## src/rtl/gpu_pkg.sv

```systemverilog
// Shared state encodings for the SIMT core sequencer and the units it talks to.
package gpu_pkg;

  typedef enum logic [2:0] {
    CS_IDLE    = 3'd0,
    CS_FETCH   = 3'd1,
    CS_DECODE  = 3'd2,
    CS_REQUEST = 3'd3,
    CS_WAIT    = 3'd4,
    CS_EXECUTE = 3'd5,
    CS_UPDATE  = 3'd6,
    CS_DONE    = 3'd7
  } core_state_t;

  typedef enum logic [2:0] {
    FS_IDLE     = 3'b000,
    FS_FETCHING = 3'b001,
    FS_FETCHED  = 3'b010
  } fetcher_state_t;

  typedef enum logic [1:0] {
    LSU_IDLE       = 2'b00,
    LSU_REQUESTING = 2'b01,
    LSU_WAITING    = 2'b10,
    LSU_DONE       = 2'b11
  } lsu_state_t;

  // A lane's memory access is still outstanding while requesting or waiting.
  function automatic logic lsu_busy(input logic [1:0] state);
    case (state)
      LSU_REQUESTING: return 1'b1;
      LSU_WAITING:    return 1'b1;
      default:        return 1'b0;
    endcase
  endfunction

endpackage

```

## src/rtl/min_pc_select.sv

```systemverilog
// Combinational tree reduction: smallest PC among live lanes and the mask of lanes sitting at it.
module min_pc_select
  import gpu_pkg::*;
#(
  parameter int T       = 4,
  parameter int PC_BITS = 8
) (
  input  logic [T*PC_BITS-1:0] i_thread_pc_n,
  input  logic [T-1:0]         i_live_n,
  output logic [PC_BITS-1:0]   o_m,
  output logic [T-1:0]         o_mask
);

  localparam int LEAVES = (T > 1) ? (1 << $clog2(T)) : 1;
  localparam int NODES  = 2 * LEAVES - 1;

  logic [LEAVES*PC_BITS-1:0] w_pc_pad;
  logic [LEAVES-1:0]         w_live_pad;
  logic [PC_BITS-1:0]        w_node_pc  [NODES];
  logic                      w_node_vld [NODES];

  assign w_pc_pad   = (LEAVES*PC_BITS)'(i_thread_pc_n);
  assign w_live_pad = LEAVES'(i_live_n);

  // Heap-ordered tree: leaves at LEAVES-1.., node k merges children 2k+1 and 2k+2.
  always_comb begin
    for (int k = 0; k < NODES; k++) begin
      w_node_pc[k]  = {PC_BITS{1'b0}};
      w_node_vld[k] = 1'b0;
    end
    for (int i = 0; i < LEAVES; i++) begin
      w_node_pc[LEAVES-1+i]  = w_pc_pad[i*PC_BITS +: PC_BITS];
      w_node_vld[LEAVES-1+i] = w_live_pad[i];
    end
    for (int k = LEAVES - 2; k >= 0; k--) begin
      if (w_node_vld[2*k+1] && (!w_node_vld[2*k+2] || (w_node_pc[2*k+1] <= w_node_pc[2*k+2]))) begin
        w_node_pc[k]  = w_node_pc[2*k+1];
        w_node_vld[k] = 1'b1;
      end else begin
        w_node_pc[k]  = w_node_pc[2*k+2];
        w_node_vld[k] = w_node_vld[2*k+2];
      end
    end
  end

  // Every live lane at the minimum issues together, which is what reconverges them.
  always_comb begin
    o_mask = {T{1'b0}};
    if (w_node_vld[0]) begin
      o_m = w_node_pc[0];
    end else begin
      o_m = {PC_BITS{1'b0}};
    end
    for (int i = 0; i < T; i++) begin
      if (i_live_n[i] && (i_thread_pc_n[i*PC_BITS +: PC_BITS] == o_m)) begin
        o_mask[i] = 1'b1;
      end else begin
        o_mask[i] = 1'b0;
      end
    end
  end

endmodule

```

## src/rtl/simt_scheduler.sv

```systemverilog
// Per-core control sequencer: steps one instruction at a time and issues the lowest PC among
// live threads, so divergent lanes serialise and reconverge without an explicit stack.
module simt_scheduler
  import gpu_pkg::*;
#(
  parameter int THREADS_PER_BLOCK     = 4,
  parameter int PROGRAM_MEM_ADDR_BITS = 8
) (
  input  logic                                             clk,
  input  logic                                             reset,
  input  logic                                             start,
  input  logic [$clog2(THREADS_PER_BLOCK):0]               thread_count,
  input  logic [2:0]                                       fetcher_state,
  input  logic                                             decoded_mem_read_enable,
  input  logic                                             decoded_mem_write_enable,
  input  logic                                             decoded_ret,
  input  logic [2*THREADS_PER_BLOCK-1:0]                   lsu_state,
  input  logic [THREADS_PER_BLOCK*PROGRAM_MEM_ADDR_BITS-1:0] next_pc,
  output logic [2:0]                                       core_state,
  output logic [PROGRAM_MEM_ADDR_BITS-1:0]                 current_pc,
  output logic [THREADS_PER_BLOCK-1:0]                     active_mask,
  output logic                                             diverged,
  output logic                                             done
);

  localparam int T   = THREADS_PER_BLOCK;
  localparam int PCB = PROGRAM_MEM_ADDR_BITS;
  localparam int TCW = $clog2(T) + 1;

  core_state_t          r_state;
  logic [PCB-1:0]       r_pc;
  logic [T-1:0]         r_mask;
  logic                 r_diverged;
  logic                 r_done;
  logic [T-1:0]         r_live;
  logic [T*PCB-1:0]     r_thread_pc;

  logic [TCW-1:0]       w_tc;
  logic [T-1:0]         w_launch_mask;
  logic                 w_lsu_busy;
  logic                 w_wait_hold;
  logic [T-1:0]         w_live_n;
  logic [T*PCB-1:0]     w_thread_pc_n;
  logic [PCB-1:0]       w_min_pc;
  logic [T-1:0]         w_min_mask;

  // Oversized thread counts clamp to the lane count; lanes below tc become live at launch.
  always_comb begin
    w_launch_mask = {T{1'b0}};
    if (thread_count > TCW'(T)) begin
      w_tc = TCW'(T);
    end else begin
      w_tc = thread_count;
    end
    for (int i = 0; i < T; i++) begin
      if (TCW'(i) < w_tc) begin
        w_launch_mask[i] = 1'b1;
      end else begin
        w_launch_mask[i] = 1'b0;
      end
    end
  end

  // Only active lanes of a memory instruction can hold the core in WAIT.
  always_comb begin
    w_lsu_busy = 1'b0;
    for (int i = 0; i < T; i++) begin
      if (r_mask[i] && lsu_busy(lsu_state[2*i +: 2])) begin
        w_lsu_busy = 1'b1;
      end else begin
        w_lsu_busy = w_lsu_busy;
      end
    end
    w_wait_hold = w_lsu_busy && (decoded_mem_read_enable || decoded_mem_write_enable);
  end

  // Candidate lane state after this instruction retires (used only in UPDATE).
  always_comb begin
    w_thread_pc_n = r_thread_pc;
    if (decoded_ret) begin
      w_live_n = r_live & ~r_mask;
    end else begin
      w_live_n = r_live;
      for (int i = 0; i < T; i++) begin
        if (r_mask[i]) begin
          w_thread_pc_n[i*PCB +: PCB] = next_pc[i*PCB +: PCB];
        end else begin
          w_thread_pc_n[i*PCB +: PCB] = r_thread_pc[i*PCB +: PCB];
        end
      end
    end
  end

  min_pc_select #(
    .T       (T),
    .PC_BITS (PCB)
  ) u_min_pc_select (
    .i_thread_pc_n (w_thread_pc_n),
    .i_live_n      (w_live_n),
    .o_m           (w_min_pc),
    .o_mask        (w_min_mask)
  );

  // Core FSM with per-lane PC/live registers; all outputs come straight from these registers.
  always_ff @(posedge clk) begin
    if (reset) begin
      r_state     <= CS_IDLE;
      r_pc        <= {PCB{1'b0}};
      r_mask      <= {T{1'b0}};
      r_diverged  <= 1'b0;
      r_done      <= 1'b0;
      r_live      <= {T{1'b0}};
      r_thread_pc <= {(T*PCB){1'b0}};
    end else begin
      case (r_state)
        CS_IDLE: begin
          if (start) begin
            if (w_tc == {TCW{1'b0}}) begin
              r_state <= CS_DONE;
              r_done  <= 1'b1;
            end else begin
              r_live      <= w_launch_mask;
              r_mask      <= w_launch_mask;
              r_thread_pc <= {(T*PCB){1'b0}};
              r_pc        <= {PCB{1'b0}};
              r_diverged  <= 1'b0;
              r_state     <= CS_FETCH;
            end
          end
        end
        CS_FETCH: begin
          if (fetcher_state == FS_FETCHED) begin
            r_state <= CS_DECODE;
          end
        end
        CS_DECODE:  r_state <= CS_REQUEST;
        CS_REQUEST: r_state <= CS_WAIT;
        CS_WAIT: begin
          if (!w_wait_hold) begin
            r_state <= CS_EXECUTE;
          end
        end
        CS_EXECUTE: r_state <= CS_UPDATE;
        CS_UPDATE: begin
          r_live      <= w_live_n;
          r_thread_pc <= w_thread_pc_n;
          if (w_live_n == {T{1'b0}}) begin
            r_state    <= CS_DONE;
            r_done     <= 1'b1;
            r_mask     <= {T{1'b0}};
            r_diverged <= 1'b0;
          end else begin
            r_pc       <= w_min_pc;
            r_mask     <= w_min_mask;
            r_diverged <= (w_min_mask != w_live_n);
            r_state    <= CS_FETCH;
          end
        end
        CS_DONE: r_done <= 1'b1;
        default: r_state <= CS_IDLE;
      endcase
    end
  end

  assign core_state  = r_state;
  assign current_pc  = r_pc;
  assign active_mask = r_mask;
  assign diverged    = r_diverged;
  assign done        = r_done;

endmodule
```

## config.mk

```make
export PLATFORM = sky130hd
export DESIGN_NAME = simt_scheduler
export DESIGN_NICKNAME = d
export VERILOG_FILES = /design/src/rtl/gpu_pkg.sv /design/src/rtl/min_pc_select.sv /design/src/rtl/simt_scheduler.sv
export SDC_FILE = /design/constraint.sdc
export NUM_CORES = 1
export LEC_CHECK = 0
export CAP_MARGIN = 15
export CORE_ASPECT_RATIO = 0.7
export CORE_UTILIZATION = 40
export DETAILED_ROUTE_END_ITERATION = 6
export GPL_ROUTABILITY_DRIVEN = 0
export SLEW_MARGIN = 0
export SYNTH_ARGS = -nofsm -noshare
export SYNTH_HDL_FRONTEND = slang
export SYNTH_SLANG_ARGS = --single-unit
```

## constraint.sdc

```tcl
create_clock -name clk -period 7.4 [get_ports clk]
set_input_delay 0.74 -clock clk [delete_from_list [all_inputs] [get_ports clk]]
set_output_delay 0.74 -clock clk [all_outputs]
set_load 0.01 [all_outputs]
```

# Word-level counts from Yosys, hierarchy flattened
# Cells that the tools add are included.
# totals
ff_bits,53
latchBits,0
ramBits,0
rom_bits,0
input_bits,52
out_inout_bits,17
word_cells,134
memories,0
# classes
add_sub_neg,0
n_mul,0
div_mod_pow,0
order_cmp,8
eq_ne,28
shifts,0
mux,56
n_bitwise,2
reduce_logical,33
# op_table
op,count
32-bit two-way mux,3
8-bit two-way mux,11
32-bit case mux with 2 select lines,1
8-bit equality test,4
1-bit two-way mux,25
8-bit less-or-equal comparator,3
3-bit case mux with 7 select lines,1
3-bit two-way mux,6
4-bit two-way mux,4
4-bit case mux with 2 select lines,2
8-bit case mux with 2 select lines,1
"2-bit != test, second input constant",7
"3-bit equality test, second input constant",4
1-bit logical AND,12
4-bit AND reduction,3
"3-bit by 2-bit equality test with 1-bit output, second input constant",3
"2-bit by 1-bit equality test with 1-bit output, second input constant",4
"2-bit equality test, second input constant",4
2-bit OR reduction,4
7-bit nonzero test,1
3-bit zero test,2
"1-bit by 3-bit < comparator with 1-bit output, first input constant",2
"2-bit by 3-bit < comparator with 1-bit output, first input constant",2
4-bit bitwise AND,1
12 further kinds,17

# Depth between registers and ports, before layout
# depth
depth_word,18
mapped_depth,23
depth_no_buf,22

# Modules after synthesis
# A second synthesis with hierarchy kept.
# hier_totals
cells_unflattened,544
hier_area_um2,4409.2
# by_module_without_submodules
module,instances,cells_per_inst,area_per_inst_um2,seq_area_each_um2
simt_scheduler,1,288,2588.7,1061.0
min_pc_select,1,256,1820.5,0.0

# Worst setup path before layout
# No wires, ideal clock.
# synth_timing
kind,input port to flip-flop
start,in decoded_ret
end,"reg r_diverged, in the netlist diverged"
setup_time_ns,0.128
arrival_ns,5.131
t_required_ns,7.272
slack_ns,2.140
cell_stages,22
path_buffers,1
cell_sequence,nor2b_1 -> buf_2 -> mux2_2 -> ha_1 -> nor2b_1 -> o211ai_1 -> a21oi_1 -> o21ai_4 -> mux2i_1 -> inv_1 -> ha_1 -> nor2b_1 -> o211ai_1 -> a21o_1 -> a31oi_1 -> nor2_2 -> a2bb2oi_2 -> xnor2_1 -> nor4_1 -> a31oi_1 -> a2111oi_0 -> o31ai_1
# synth_between
elab_chain_len,16
elab_cells_between_ends,37
cone_classes,3 x order compare; 5 x eq/ne; 15 x mux; 14 x reduce/logical
# synth_lines
item,line,text
start: declaration,simt_scheduler.sv:16,"input logic decoded_ret,"
32-bit two-way mux / 4-bit two-way mux (equally long branches),simt_scheduler.sv:80,if (decoded_ret) begin
8-bit less-or-equal comparator / 1-bit zero test (equally long branches),min_pc_select.sv:36,if (w_node_vld[2*k+1] && (!w_node_vld[2*k+2] || (w_node_pc[2*k+1] <= w_node_pc[2*k+2]))) begin
1-bit logical OR,min_pc_select.sv:36,
1-bit logical AND,min_pc_select.sv:36,
8-bit two-way mux / 1-bit two-way mux (equally long branches),min_pc_select.sv:36,
8-bit less-or-equal comparator / 1-bit zero test (equally long branches),min_pc_select.sv:36,
1-bit logical OR,min_pc_select.sv:36,
1-bit logical AND,min_pc_select.sv:36,
8-bit two-way mux / 1-bit two-way mux (equally long branches),min_pc_select.sv:36,
8-bit two-way mux,min_pc_select.sv:49,if (w_node_vld[0]) begin
8-bit equality test,min_pc_select.sv:55,if (i_live_n[i] && (i_thread_pc_n[i*PC_BITS +: PC_BITS] == o_m)) begin
1-bit logical AND,min_pc_select.sv:55,
1-bit two-way mux,min_pc_select.sv:55,
4-bit != test,simt_scheduler.sv:155,r_diverged <= (w_min_mask != w_live_n);
1-bit two-way mux (*),simt_scheduler.sv:147,if (w_live_n == {T{1'b0}}) begin
1-bit case mux with 2 select lines (*),simt_scheduler.sv:115,case (r_state)
end signal: assignment,simt_scheduler.sv:155,
end: declaration,simt_scheduler.sv:33,logic r_diverged;
# Mark *: on every way between the ends. The rest lies on a longest branch, timed or not.
# A chain may end at the register's enable or synchronous reset.

# Worst setup path after layout
# Same ends and word-level chain as after synthesis.

==> results.py <==
metrics = {
    "floorplan": {
        "num_rows": 29,
        "initial_core_util": 0.419,
        "dieArea_sq_mm": 0.0100,
        "die_x_um": 119,
        "io_pins": 69,
        "die_y_um": 84.0,
        "core_sq_mm": 0.00918,
    },
    "cells_and_area": {
        "syn_to_final_growth_pct": 25.7,
        "nNetsFinal": 614,
        "fill_cells": 858,
        "layout-drive-gt1-share": 0.0909,
        "antenna_cells": 0,
        "final_cell_mix": "nor2_1, clkdlybuf4s50_1, dfxtp_1, mux2i_1, a31oi_1",
        "mostFrequentLayoutCell": "nor2_1",
    },
    "drt": {
        "routed_wl_mm": 11.1,
        "viasPerCell": 5.61,
        "ant_nets": 0,
        "dr.pass1.iters": 5,
        "drc": 0,
        "wire_per_inst_um": 16.8,
        "drt_iter0_markers": 227,
        "vias": 3721,
    },
    "synth": {
        "synth_area_sq_mm": 0.00384,
        "synth_edf_count": 0,
        "syn_inst": 475,
        "ys_ff_latch": 53,
        "synth_ff_type": "dfxtp_1",
        "synth-async-reset-ratio": 0,
        "synthesis.nets": 551,
        "ys_types": 51,
        "yosysSeqAreaShare": 0.276,
        "ys.warnings.count": 0,
        "syn_avg_cell_area_sq_um": 8.09,
    },
    "timing": {
        "setup_viol": 0,
        "min_period_ps": 6330,
        "rsz0062_at_grt": "no",
        "maxSlewHeadroom": 0.281,
        "finalHoldViolations": 0,
        "tightest_slew_ps": 1080,
        "tns_ps": 0,
        "period_share": 0.856,
        "fin_skew_ps": 11.9,
        "setup_slack_ps": 1070,
        "max_freq_ghz": 0.158,
        "drv_slew": 0,
    },
    "cts": {
        "clk_latency_ps": 300,
        "htree_levels": 2,
        "cts_tree": "done",
        "post_cts_resize_count": 0,
        "cts.clk_slew.worst_paths_ps": 70,
        "root_buffer": "clkbuf_16",
        "clockBufferDepth": 2,
        "cts_setup_buffers": 0,
        "postCtsHoldBufs": 0,
        "cts.sinks": 53,
        "cts_buffers": 5,
    },
    "power": {
        "power_density_mw_per_mm2": 258,
        "ir_drop_mv": 0.123,
        "p_leak_nw": 1.80,
    },
    "worst_setup_path": {
        "endpoint": "diverged$_SDFFE_PP0P_",
        "cp.required_ps": 7550,
        "crit_type": "primary input to flop",
        "cp-end-kind": "flop",
        "r2r_slack_ps": 1660,
        "worstReg2RegStart": "active_mask[1]$_SDFFE_PP0P_",
        "startpoint": "decoded_ret",
        "start_kind": "primary input",
        "reg2reg_to": "diverged$_SDFFE_PP0P_",
        "cp.arrival_ps": 6480,
        "reg2reg_depth": 21,
        "cp_max_fo": 9,
    },
    "placed_design": {
        "io_buffers": 68,
        "place_ws_ps": 841,
        "dp_hpwl_mm": 8.22,
    },
    "hold_path": {
        "hold_class": "flop to flop",
    },
    "global_routing": {
        "grt_usage": 0.223,
        "grt_max_degree": 66,
        "antenna_found_initial": 0,
        "overflow": 0,
        "grt_pass1_vias": 3305,
        "grt_pass1_wl_mm": 17.5,
    },
    "status": {
        "status": "finished clean",
    },
    "run": {
        "maxCapViolCount": 0,
    },
}
-- registers in the layout, indices dropped and copies added, names as in the netlist --
register,flops
r_thread_pc,32
done,1
r_live,4
diverged,1
core_state,3
current_pc,8
active_mask,4
-- cells in the mapped netlist (all sizes together) (5+ instances only) --
| master | number | share of area |
|---|---|---|
| nor3 | 9 | 0.012 |
| o21ai | 9 | 0.018 |
| xnor2 | 19 | 0.043 |
| buf | 10 | 0.011 |
| xor2 | 17 | 0.039 |
| nand2 | 27 | 0.026 |
| inv | 17 | 0.017 |
| a31oi | 39 | 0.063 |
| nand3 | 12 | 0.016 |
| nor2 | 92 | 0.092 |
| mux2i | 39 | 0.10 |
| dfxtp | 53 | 0.28 |
| nand4 | 6 | 0.0098 |
| a21oi | 20 | 0.026 |
| o211ai | 5 | 0.012 |
| mux2 | 9 | 0.026 |
| a2bb2oi | 6 | 0.026 |
| ha | 24 | 0.078 |
| clkbuf | 16 | 0.016 |
| nor4 | 6 | 0.0098 |
| nor2b | 7 | 0.011 |
-- routing by layer --
metal	vias up	global-route usage	routed length (um)
met4	0	0.0403	62
met5	-	0	0
met1	1738	0.336	5630
met3	5	0.0403	791
met2	150	0.328	4630
li1	1828	-	-
-- where the power goes --
group          total (mW)  internal (mW)  switching (mW)  leakage (nW)
sequential          0.344          0.310          0.0343         0.429
combinational       0.667          0.285           0.382          1.31
clock               0.237          0.126           0.111        0.0631
-- per-stage QoR --
| step | std cells | hold slack, ps | utilization | power [mW] | cell area, sq um |
|---|---|---|---|---|---|
| 2_1_floorplan | 475 | 445 | - | 0.826 | 3840 |
| 3_3_place_gp | 654 | 455 | 0.509 | 0.997 | 4670 |
| 3_5_place_dp | 654 | 458 | 0.509 | 1.00 | 4670 |
| 4_1_cts | 662 | 468 | 0.524 | 1.24 | 4810 |
| 5_1_grt | 663 | 490 | 0.527 | 1.33 | 4830 |
| 6_report | 663 | 467 | 0.527 | 1.25 | 4830 |
-- kinds of logic (layout without fill, tap and decap cells) --
logic type,after synthesis,count (layout),share of synthesized area
AND/OR/NAND/NOR,170,170,0.197
AO/OA/AOI/OAI,101,101,0.196
flip-flops,53,53,0.276
multiplexers,48,48,0.128
buffers and inverters,43,107,0.0433
XOR/XNOR,36,36,0.0820
adder cells (fa/ha/maj),24,24,0.0781
-- final cells by class --
type	instances	area [sq um]	share of cell area
multi-input cells	379	2620	0.541
flip-flops and latches	53	1060	0.220
repair buffers	82	793	0.164
well taps	124	155	0.0321
clock buffers	6	129	0.0267
inverters	17	63.8	0.0132
clock inverters	2	15.0	0.00311
-- worst min path at each step --
stage | startpoint | end | slack [ps] | depth (start not counted)
floorplan | r_thread_pc[1]$_SDFFE_PP0P_ | r_thread_pc[1]$_SDFFE_PP0P_ | 450 | 2
global placement | done$_SDFFE_PP0P_ | done$_SDFFE_PP0P_ | 460 | 2
detailed placement | current_pc[1]$_SDFFE_PP0P_ | current_pc[1]$_SDFFE_PP0P_ | 460 | 2
CTS | current_pc[1]$_SDFFE_PP0P_ | current_pc[1]$_SDFFE_PP0P_ | 470 | 2
global route | current_pc[1]$_SDFFE_PP0P_ | current_pc[1]$_SDFFE_PP0P_ | 490 | 2
finish | current_pc[1]$_SDFFE_PP0P_ | current_pc[1]$_SDFFE_PP0P_ | 470 | 2
-- critical path, cell delays in order --
cell             delay [ps]
clkdlybuf4s50_1         580
nor2b_1                 240
buf_4                   240
mux2i_1                 520
ha_1                    370
a21oi_1                 170
a21oi_1                 120
o21ai_4                 330
mux2i_1                 300
inv_1                    70
ha_1                    290
nor2b_1                 130
o211ai_1                 90
a21o_1                  160
a31oi_1                 350
nor2_2                  190
a2bb2oi_2               410
xor2_1                  120
nor4_1                  370
nand2_1                 130
a2111oi_0               460
o31ai_1                 100
No activity file was read; power rests on OpenSTA's default activity.
